[config.mk]
export PLATFORM = sky130hd
export DESIGN_NAME = axi_mm_axis_reader
export DESIGN_NICKNAME = d
export VERILOG_FILES = /design/src/rtl/axi_mm_axis_reader.sv
export SDC_FILE = /design/constraint.sdc
export NUM_CORES = 2
export LEC_CHECK = 0
export CORE_AREA = 8 8 464 466
export CTS_CLUSTER_DIAMETER = 100
export DETAILED_ROUTE_END_ITERATION = 10
export DIE_AREA = 0 0 472 474
export PLACE_DENSITY = 0.48
export REMOVE_ABC_BUFFERS = 1
export SLEW_MARGIN = 20
export SYNTH_ARGS = -nofsm -noshare
export SYNTH_HDL_FRONTEND = slang
export SYNTH_SLANG_ARGS = --single-unit
[constraint.sdc]
create_clock -name clk -period 11.7 [get_ports clk]
set_clock_uncertainty 0.1 [all_clocks]
set_input_delay 1.755 -clock clk [delete_from_list [all_inputs] [get_ports clk]]
set_output_delay 1.755 -clock clk [all_outputs]
set_load 0.01 [all_outputs]
[src/rtl/axi_mm_axis_reader.sv]
// axi_mm_axis_reader
//
// Reads a block of memory over AXI4 and sends it out as one AXI-Stream frame.
// A command gives a start byte address and a byte length. The block splits the
// read into INCR bursts. No burst crosses a 4 KiB page and no burst is longer
// than MAX_BURST_LEN beats. Only one burst is outstanding at a time. Returned
// beats pass through a one-deep output register. The final beat of the command
// carries tlast and a tkeep mask trimmed to the byte length. When the command
// finishes, sts_valid pulses for one cycle. sts_error is set with it if any
// beat had a nonzero RRESP or a misplaced RLAST.
//
// Ports:
//   clk, rst_n                     clock, asynchronous active-low reset
//   cmd_addr, cmd_len              command: aligned start address, byte count
//   cmd_valid, cmd_ready           command handshake
//   sts_valid, sts_error           completion pulse and error flag
//   m_axi_ar*                      AXI4 read address channel (master)
//   m_axi_r*                       AXI4 read data channel (master)
//   m_axis_t*                      AXI-Stream output (master)

module axi_mm_axis_reader #(
  parameter int DATA_WIDTH    = 512,
  parameter int KEEP_WIDTH    = DATA_WIDTH/8,
  parameter int ADDR_WIDTH    = 34,
  parameter int ID_WIDTH      = 6,
  parameter int LEN_WIDTH     = 16,
  parameter int MAX_BURST_LEN = 16
) (
  input  logic                  clk,
  input  logic                  rst_n,

  input  logic [ADDR_WIDTH-1:0] cmd_addr,
  input  logic [LEN_WIDTH-1:0]  cmd_len,
  input  logic                  cmd_valid,
  output logic                  cmd_ready,

  output logic                  sts_valid,
  output logic                  sts_error,

  output logic [ID_WIDTH-1:0]   m_axi_arid,
  output logic [ADDR_WIDTH-1:0] m_axi_araddr,
  output logic [7:0]            m_axi_arlen,
  output logic [2:0]            m_axi_arsize,
  output logic [1:0]            m_axi_arburst,
  output logic                  m_axi_arlock,
  output logic [3:0]            m_axi_arcache,
  output logic [2:0]            m_axi_arprot,
  output logic                  m_axi_arvalid,
  input  logic                  m_axi_arready,

  input  logic [ID_WIDTH-1:0]   m_axi_rid,
  input  logic [DATA_WIDTH-1:0] m_axi_rdata,
  input  logic [1:0]            m_axi_rresp,
  input  logic                  m_axi_rlast,
  input  logic                  m_axi_rvalid,
  output logic                  m_axi_rready,

  output logic [DATA_WIDTH-1:0] m_axis_tdata,
  output logic [KEEP_WIDTH-1:0] m_axis_tkeep,
  output logic                  m_axis_tlast,
  output logic                  m_axis_tvalid,
  input  logic                  m_axis_tready
);

  localparam int BYTE_LANES = DATA_WIDTH/8;
  localparam int OFFSET     = $clog2(BYTE_LANES);
  localparam int REM_WIDTH  = LEN_WIDTH - OFFSET + 1;

  localparam logic [1:0] S_IDLE = 2'd0;
  localparam logic [1:0] S_AR   = 2'd1;
  localparam logic [1:0] S_RD   = 2'd2;
  localparam logic [1:0] S_DONE = 2'd3;

  logic [1:0]            state;
  logic [ADDR_WIDTH-1:0] addr;
  logic [REM_WIDTH-1:0]  remaining;
  logic [8:0]            burst;
  logic [8:0]            beat_cnt;
  logic [KEEP_WIDTH-1:0] last_keep;
  logic                  err;
  logic                  init_done;

  logic [LEN_WIDTH:0]    len_round;
  logic [REM_WIDTH-1:0]  cmd_beats;
  logic [OFFSET-1:0]     cmd_tail;
  logic [KEEP_WIDTH-1:0] cmd_keep;
  logic [8:0]            cmd_burst;
  logic [8:0]            next_burst;
  logic                  burst_last;
  logic                  final_beat;
  logic                  r_hs;
  logic                  out_free;

  // The read ID is not used: only one burst is in flight at a time.
  logic unused_rid;
  assign unused_rid = ^m_axi_rid;

  // The burst length is the smallest of three limits: the beats still owed,
  // the burst cap, and the beats left before the next 4 KiB page.
  function automatic logic [8:0] burst_calc(input logic [REM_WIDTH-1:0] rem,
                                            input logic [11:0] page_off);
    logic [12:0] page_bytes;
    logic [31:0] r;
    logic [31:0] p;
    logic [31:0] m;
    logic [31:0] b;
    page_bytes = 13'h1000 - {1'b0, page_off};
    r = 32'(rem);
    p = 32'(page_bytes >> OFFSET);
    m = 32'(MAX_BURST_LEN);
    b = r;
    if (m < b) b = m;
    if (p < b) b = p;
    return b[8:0];
  endfunction

  assign len_round  = {1'b0, cmd_len} + (LEN_WIDTH+1)'(BYTE_LANES - 1);
  assign cmd_beats  = len_round[LEN_WIDTH:OFFSET];
  assign cmd_tail   = cmd_len[OFFSET-1:0];
  assign cmd_keep   = (cmd_tail == '0) ? '1
                    : ((KEEP_WIDTH'(1) << cmd_tail) - KEEP_WIDTH'(1));
  assign cmd_burst  = burst_calc(cmd_beats, cmd_addr[11:0]);
  assign next_burst = burst_calc(remaining, addr[11:0]);

  // The remaining count is reduced at the AR handshake. This means remaining==0
  // during RD marks the final burst of the command.
  assign burst_last = (beat_cnt == burst - 9'd1);
  assign final_beat = burst_last && (remaining == '0);

  assign out_free     = !m_axis_tvalid || m_axis_tready;
  assign m_axi_rready = (state == S_RD) && out_free;
  assign r_hs         = m_axi_rvalid && m_axi_rready;

  assign m_axi_arid    = '0;
  assign m_axi_arsize  = 3'(OFFSET);
  assign m_axi_arburst = 2'b01;
  assign m_axi_arlock  = 1'b0;
  assign m_axi_arcache = 4'd0;
  assign m_axi_arprot  = 3'd0;

  // Command FSM: owns the address/length bookkeeping, the AR channel and status.
  // cmd_ready stays low for one extra cycle after reset release, because
  // init_done has to come up first.
  always_ff @(posedge clk or negedge rst_n) begin
    if (!rst_n) begin
      state         <= S_IDLE;
      addr          <= '0;
      remaining     <= '0;
      burst         <= '0;
      beat_cnt      <= '0;
      last_keep     <= '0;
      err           <= 1'b0;
      init_done     <= 1'b0;
      cmd_ready     <= 1'b0;
      m_axi_arvalid <= 1'b0;
      m_axi_araddr  <= '0;
      m_axi_arlen   <= '0;
      sts_valid     <= 1'b0;
      sts_error     <= 1'b0;
    end else begin
      init_done <= 1'b1;
      sts_valid <= 1'b0;
      sts_error <= 1'b0;
      case (state)
        S_IDLE: begin
          if (cmd_valid && cmd_ready) begin
            addr          <= cmd_addr;
            remaining     <= cmd_beats;
            burst         <= cmd_burst;
            last_keep     <= cmd_keep;
            err           <= 1'b0;
            beat_cnt      <= '0;
            m_axi_araddr  <= cmd_addr;
            m_axi_arlen   <= 8'(cmd_burst - 9'd1);
            m_axi_arvalid <= 1'b1;
            cmd_ready     <= 1'b0;
            state         <= S_AR;
          end else begin
            cmd_ready <= init_done;
          end
        end
        S_AR: begin
          if (m_axi_arready) begin
            m_axi_arvalid <= 1'b0;
            addr          <= addr + (ADDR_WIDTH'(burst) << OFFSET);
            remaining     <= remaining - REM_WIDTH'(burst);
            state         <= S_RD;
          end
        end
        S_RD: begin
          if (r_hs) begin
            if ((m_axi_rresp != 2'b00) || (m_axi_rlast != burst_last)) begin
              err <= 1'b1;
            end
            if (burst_last) begin
              beat_cnt <= '0;
              if (remaining != '0) begin
                burst         <= next_burst;
                m_axi_araddr  <= addr;
                m_axi_arlen   <= 8'(next_burst - 9'd1);
                m_axi_arvalid <= 1'b1;
                state         <= S_AR;
              end else begin
                state <= S_DONE;
              end
            end else begin
              beat_cnt <= beat_cnt + 9'd1;
            end
          end
        end
        default: begin
          // Report status only once the last beat can leave. The output
          // register must be empty or be handing off its final beat this cycle.
          if (out_free) begin
            sts_valid <= 1'b1;
            sts_error <= err;
            cmd_ready <= 1'b1;
            state     <= S_IDLE;
          end
        end
      endcase
    end
  end

  // One-deep output register. rready is only high when this register can take
  // a beat, so every accepted R beat has a place to go.
  always_ff @(posedge clk or negedge rst_n) begin
    if (!rst_n) begin
      m_axis_tdata  <= '0;
      m_axis_tkeep  <= '0;
      m_axis_tlast  <= 1'b0;
      m_axis_tvalid <= 1'b0;
    end else if (r_hs) begin
      m_axis_tdata  <= m_axi_rdata;
      m_axis_tkeep  <= final_beat ? last_keep : '1;
      m_axis_tlast  <= final_beat;
      m_axis_tvalid <= 1'b1;
    end else if (m_axis_tready) begin
      m_axis_tvalid <= 1'b0;
    end
  end

endmodule

Word-level counts from Yosys, hierarchy flattened

Cells that the tools add are included.

Register bits: 755
Input port bits: 577
Word-level logic and storage cells: 128

Add/subtract/negate cells: 10
Order comparisons: 4
Equal/unequal tests: 10
Shift operators: 1
Mux-type cells: 56
Bitwise logic cells: 1
Reduce and logical (&&, ||, !) cells: 28

Operators with widths:

| kind                   | number |
|---|---|
| $mux 34                | 5 |
| $pmux 34 s2            | 2 |
| $mux 64                | 2 |
| $mux 9                 | 9 |
| $shl 1x6->64 const A   | 1 |
| $sub 64x1->64 const B  | 1 |
| $mux 11                | 4 |
| $pmux 9 s2             | 2 |
| $add 34x15->34         | 1 |
| $mux 8                 | 4 |
| $sub 13x12->13 const A | 2 |
| $lt 5x11->1 const A    | 2 |
| $lt 7x11->1            | 2 |
| $pmux 11 s2            | 1 |
| $add 16x6->17 const B  | 1 |
| $mux 1                 | 16 |
| $pmux 8 s2             | 1 |
| $sub 8x1->8 const B    | 2 |
| $mux 2                 | 6 |
| $logic_not 11->1       | 1 |
| $reduce_bool 11->1     | 1 |
| $sub 11x9->11          | 1 |
| $reduce_and 5->1       | 2 |
| $reduce_bool 2->1      | 5 |
| 25 further kinds       | 36 |

Logic depth before layout (Yosys ltp)

Depth after elaboration: 9
Gate-level depth with buffers: 17

Least setup slack after synthesis

Ideal clock, no wire load.

Path kind: in2reg
Start: input cmd_len[5]
End: register m_axi_arlen[4]
Data arrival time: 5.181 ns
Slack: 6.290 ns
Cell stages on the path: 17
Buffers on the path: 2
Cell sequence: clkbuf_1 > or3_1 > clkbuf_1 > o31ai_1 > nor2b_1 > nand2_1 > ha_1 > a21o_1 > a2111oi_2 > a221o_2 > and4_4 > nor2_2 > a311oi_4 > ha_1 > nand3_1 > xnor2_1 > o21ai_1

Cells in the longest elaborated chain, start to end: 8

Ends and longest elaborated chain:

| what                   | RTL line | text |
|---|---|---|
| start: declaration     | 33       | `input logic [LEN_WIDTH-1:0] cmd_len,` |
| $add 16x6->17 (*)      | 117      | `assign len_round = {1'b0, cmd_len} + (LEN_WIDTH+1)'(BYTE_LANES - 1);` |
| $lt 5x11->1            | 112      | `if (m < b) b = m;` |
| $mux 11 (*)            | 112      |  |
| $lt 7x11->1            | 113      | `if (p < b) b = p;` |
| $mux 9 (*)             | 113      |  |
| $sub 8x1->8 (*)        | 174      | `m_axi_arlen <= 8'(cmd_burst - 9'd1);` |
| $mux 8 (*)             | 166      | `if (cmd_valid && cmd_ready) begin` |
| $pmux 8 s2 (*)         | 164      | `case (state)` |
| end signal: assignment | 174      |  |
| end signal: assignment | 200      | `m_axi_arlen <= 8'(next_burst - 9'd1);` |
| end: declaration       | 42       | `output logic [7:0] m_axi_arlen,` |

Every way passes the cells marked *; elsewhere a longest branch is shown, timed or not. The select of a mux whose other input is x is not followed.
A chain may end at the register's enable or synchronous reset.

Final worst setup path

Ends and elaborated chain as after synthesis.

==> metrics.md <==
| Metric | Value |
|---|---|
| Worst-path cell with the longest stage delay | or3_1 |
| #FFs+latches synth | 755 |
| Max-cap violations | 0 |
| Critical path class | primary input to flop |
| Synth unique cells | 77 |
| Layout Cell Area excl Fill | 50,600 µm² |
| Nets | 5,348 |
| Power density cells | 274 nW/µm² |
| DRC | 0 |
| Root Buffer | clkbuf_16 |
| Reg area | 18,900 µm² |
| Sink Count | 755 |
| Required @ worst endpoint | 12.22 ns |
| Final Hold Vio Count | 0 |
| Hold_buf cts | 0 |
| RSZ-0062 raised after global routing | false |
| Startpoint Class | primary input |
| Critical path capture point | m_axi_arlen[4] |
| Worst min path class | flop to flop |
| Tightest Pin Transition | 1.10 ns |
| Core box area | 208,000 µm² |
| CP Capture Type | flop |
| Layout cells sized above 1 | 4.86% |
| Bufs and invs on worst path | 2 |
| Arrival time of the worst setup path | 6.45 ns |
| Initial antenna violation count | 87 |
| Hold slack | 0.371 ns |
| Die Ht | 474 µm |
| Worst Path Max Fanout | 37 |
| Slew HR | 25.9% |
| Cells after Synth | 3,604 |
| Tcrit/Tclk final | 50.6% |
| Synthesized area per cell | 8.94 µm² |
| Fillers | 22,600 |
| Drt pass-1 iters | 5 |
| Final cell count without fillers | 7,554 |
| Post-Place Cells | 7,352 |
| Number of setup buffers added after CTS | 0 |
| CP startpoint | cmd_len[5] |
| Synthesized cell area | 32,200 µm² |
| Clk slew on worst S/H paths | 0.06 ns |
| H-tree Lvls | 3 |
| Core Util, Final | 24.3% |
| Vias per cell | 4.02 |
| First-pass GRT wire length | 271,000 µm |
| Multi-input logic area | 12,400 µm² |
| Largest stage delay on the critical path | 0.63 ns |
| Die Wd | 472 µm |
| CP cell instances | clkdlybuf4s50_1 -> buf_4 -> or3_1 -> o31ai_1 -> nor2b_1 -> nand2_1 -> ha_1 -> a21o_1 -> a2111oi_2 -> a221o_2 -> and4_4 -> nor2_2 -> a311oi_4 -> ha_1 -> nand3_1 -> xnor2_1 -> o21ai_1 |
| Most used DFF post-synth | dfrtp_1 |
| Synthesis Warnings | 0 |
| Ports | 1,221 |
| Die ar. | 224,000 µm² |
| Largest delay share family, worst path | simple AND/OR/NAND/NOR gates |
| R2r worst-path depth | 16 |
| Routed WL | 203,000 µm |
| Highest Clock Rate | 0.169 GHz |
| DP HPWL | 162,000 µm |
| Critical Path Stages | 17 |
| Vias in the first global route | 30,400 |
| Via count | 30,400 |
| Reg-to-Reg End | m_axi_arlen[4] |
| Starting density of the core | 15.5% |
| Post-route ant nets | 0 |
| Largest net degree at the start of global routing | 182 |
| Fraction of registers with async set/reset | 100% |
| Total congestion overflow | 0 |
| CTS buffer count | 98 |
| Cell Rows | 168 |
| P_leak | 22.6 nW |
| Total power draw | 13.9 mW |
| Slew Viols, Final | 0 |
| Reg2reg setup slack | 7.15 ns |
| Input/output buffers | 1,195 |
| RD Place Congestion | 0.890 |
| Worst IR drop on VDD | 0.146 mV |
| DRT iter0 DRCs | 2,048 |
| EDFF count, synth | 0 |
| # resized after CTS | 0 |
| WL/cell | 26.8 µm |
| Syn-to-layout area delta | 57.2% |
| GRT Resource Usage Total | 17.3% |
| Worst r2r src | addr[4] |
| Placed cell areas | 47,100 µm² |
| CTS Buffer Depth | 3 |
| Finish-stage setup viols | 0 |
| Outcome | finished clean |
| Min Tclk post-route | 5.92 ns |
| TritonCTS clock tree | done |
| Sequential area share after synthesis | 58.6% |
| Crit-path most repeated cell | ha_1 |
| Clk Latency, worst-skew pair | 0.76 ns |
cell type report:
type,count,share of cell area [%]
sequential,755,37.3
multi-input combinational,2605,24.4
timing repair buffer,1233,24.3
tap,2720,6.72
clock buffer,130,5.38
clock inverter,51,1.44
inverter,39,0.289
antenna,21,0.104
Yosys cell counts, types with 22 or more instances:
cell type  instances  area, µm²
nor2_1            96        360
mux2i_1           50        500
ha_1              37        463
o22a_1            64        561
clkbuf_1         195        732
dfrtp_1          755      18900
o21ai_0          155        776
nand2_1         1719       6450
nand3_1           35        175
a21oi_1           83        415
nor3_1            34        170
xnor2_1           22        193
inv_1             38        143
metal layers:
| layer | vias up | wire, µm | track usage, % |
|---|---|---|---|
| met1 | 14900 | 76100 | 19.3 |
| met4 | 36 | 5590 | 4.45 |
| met2 | 1186 | 99900 | 30.3 |
| met5 | - | 233 | 0 |
| li1 | 13900 | - | - |
| met3 | 276 | 20800 | 7.44 |
registers in the layout, indices dropped and copies added (netlist names):
signal and count:
state 2, addr 34, m_axis_tdata 512, sts_valid 1, burst 9, m_axis_tlast 1
m_axi_arvalid 1, m_axi_araddr 34, m_axis_tvalid 1, err 1, m_axi_arlen 8, remaining 11
beat_cnt 9, last_keep 64, sts_error 1, init_done 1, cmd_ready 1, m_axis_tkeep 64
where the power goes:
group          total (mW)  leakage [nW]  switching (mW)  internal (mW)
logic                6.08          11.7            3.49           2.59
registers            4.56          9.19           0.818           3.74
clock network        3.25          1.66            1.35           1.90
total                13.9          22.6            5.66           8.23
cell usage in the layout, fill, tap and decap left out, types with 8 or more instances in the layout:
master and n:
diode_2 21, clkinvlp_4 9, buf_4 32, nor3_1 34, nand2b_1 10, dfrtp_1 755
nand3_1 34, o22a_1 64, conb_1 24, o22ai_1 16, ha_1 36, nor4_1 13
o21ai_0 154, nand2_1 1717, bufinv_16 11, clkbuf_1 17, xnor2_1 22, o31ai_1 12
clkbuf_16 98, clkinv_2 19, and3_1 16, clkdlybuf4s50_1 1194, a31oi_1 21, or3_1 10
a21boi_0 8, clkbuf_8 15, a21oi_1 83, nor2_1 95, xor2_1 21, a22o_1 10
inv_1 38, o21a_1 12, mux2i_1 50, nor2b_1 8, a211oi_1 10, a21o_1 13
and2_1 15
how the worst min path moves through the flow:
stage / cells after the start / from / slack, ns / endpoint
final: 2 / m_axis_tdata[421] / 0.37 / m_axis_tdata[421]
after floorplan: 1 / last_keep[0] / 0.34 / last_keep[0]
after global routing: 2 / m_axis_tdata[120] / 0.39 / m_axis_tdata[120]
after detailed placement: 1 / last_keep[0] / 0.35 / last_keep[0]
after CTS: 1 / last_keep[0] / 0.38 / last_keep[0]
after global placement: 2 / m_axis_tdata[121] / 0.36 / m_axis_tdata[121]
logic make-up after synthesis:
logic type	share of synthesized area (%)
and+or+nand+nor	24.6
DFF	58.6
AOI/OAI and AO/OA	9.09
buffers and inverters	3.32
muxes	1.62
xor gates and xnor gates	1.17
adders and majority gates	1.56
other	0.0233
stage by stage:
step                      worst slack (ns)  setup TNS, ns
final                                 5.78              0
after global routing                  5.61              0
after CTS                             5.93              0
after detailed placement              5.07              0
after global placement                5.11              0
after floorplan                      -6.37        -892.59
tightest hold or removal path: cells and delay by family (launching register included):
family / cells / cell delay [ns]
flip-flops: 1 / 0.33
AND/OR/NAND/NOR: 2 / 0.11
Power figures use the tool's default switching activity.
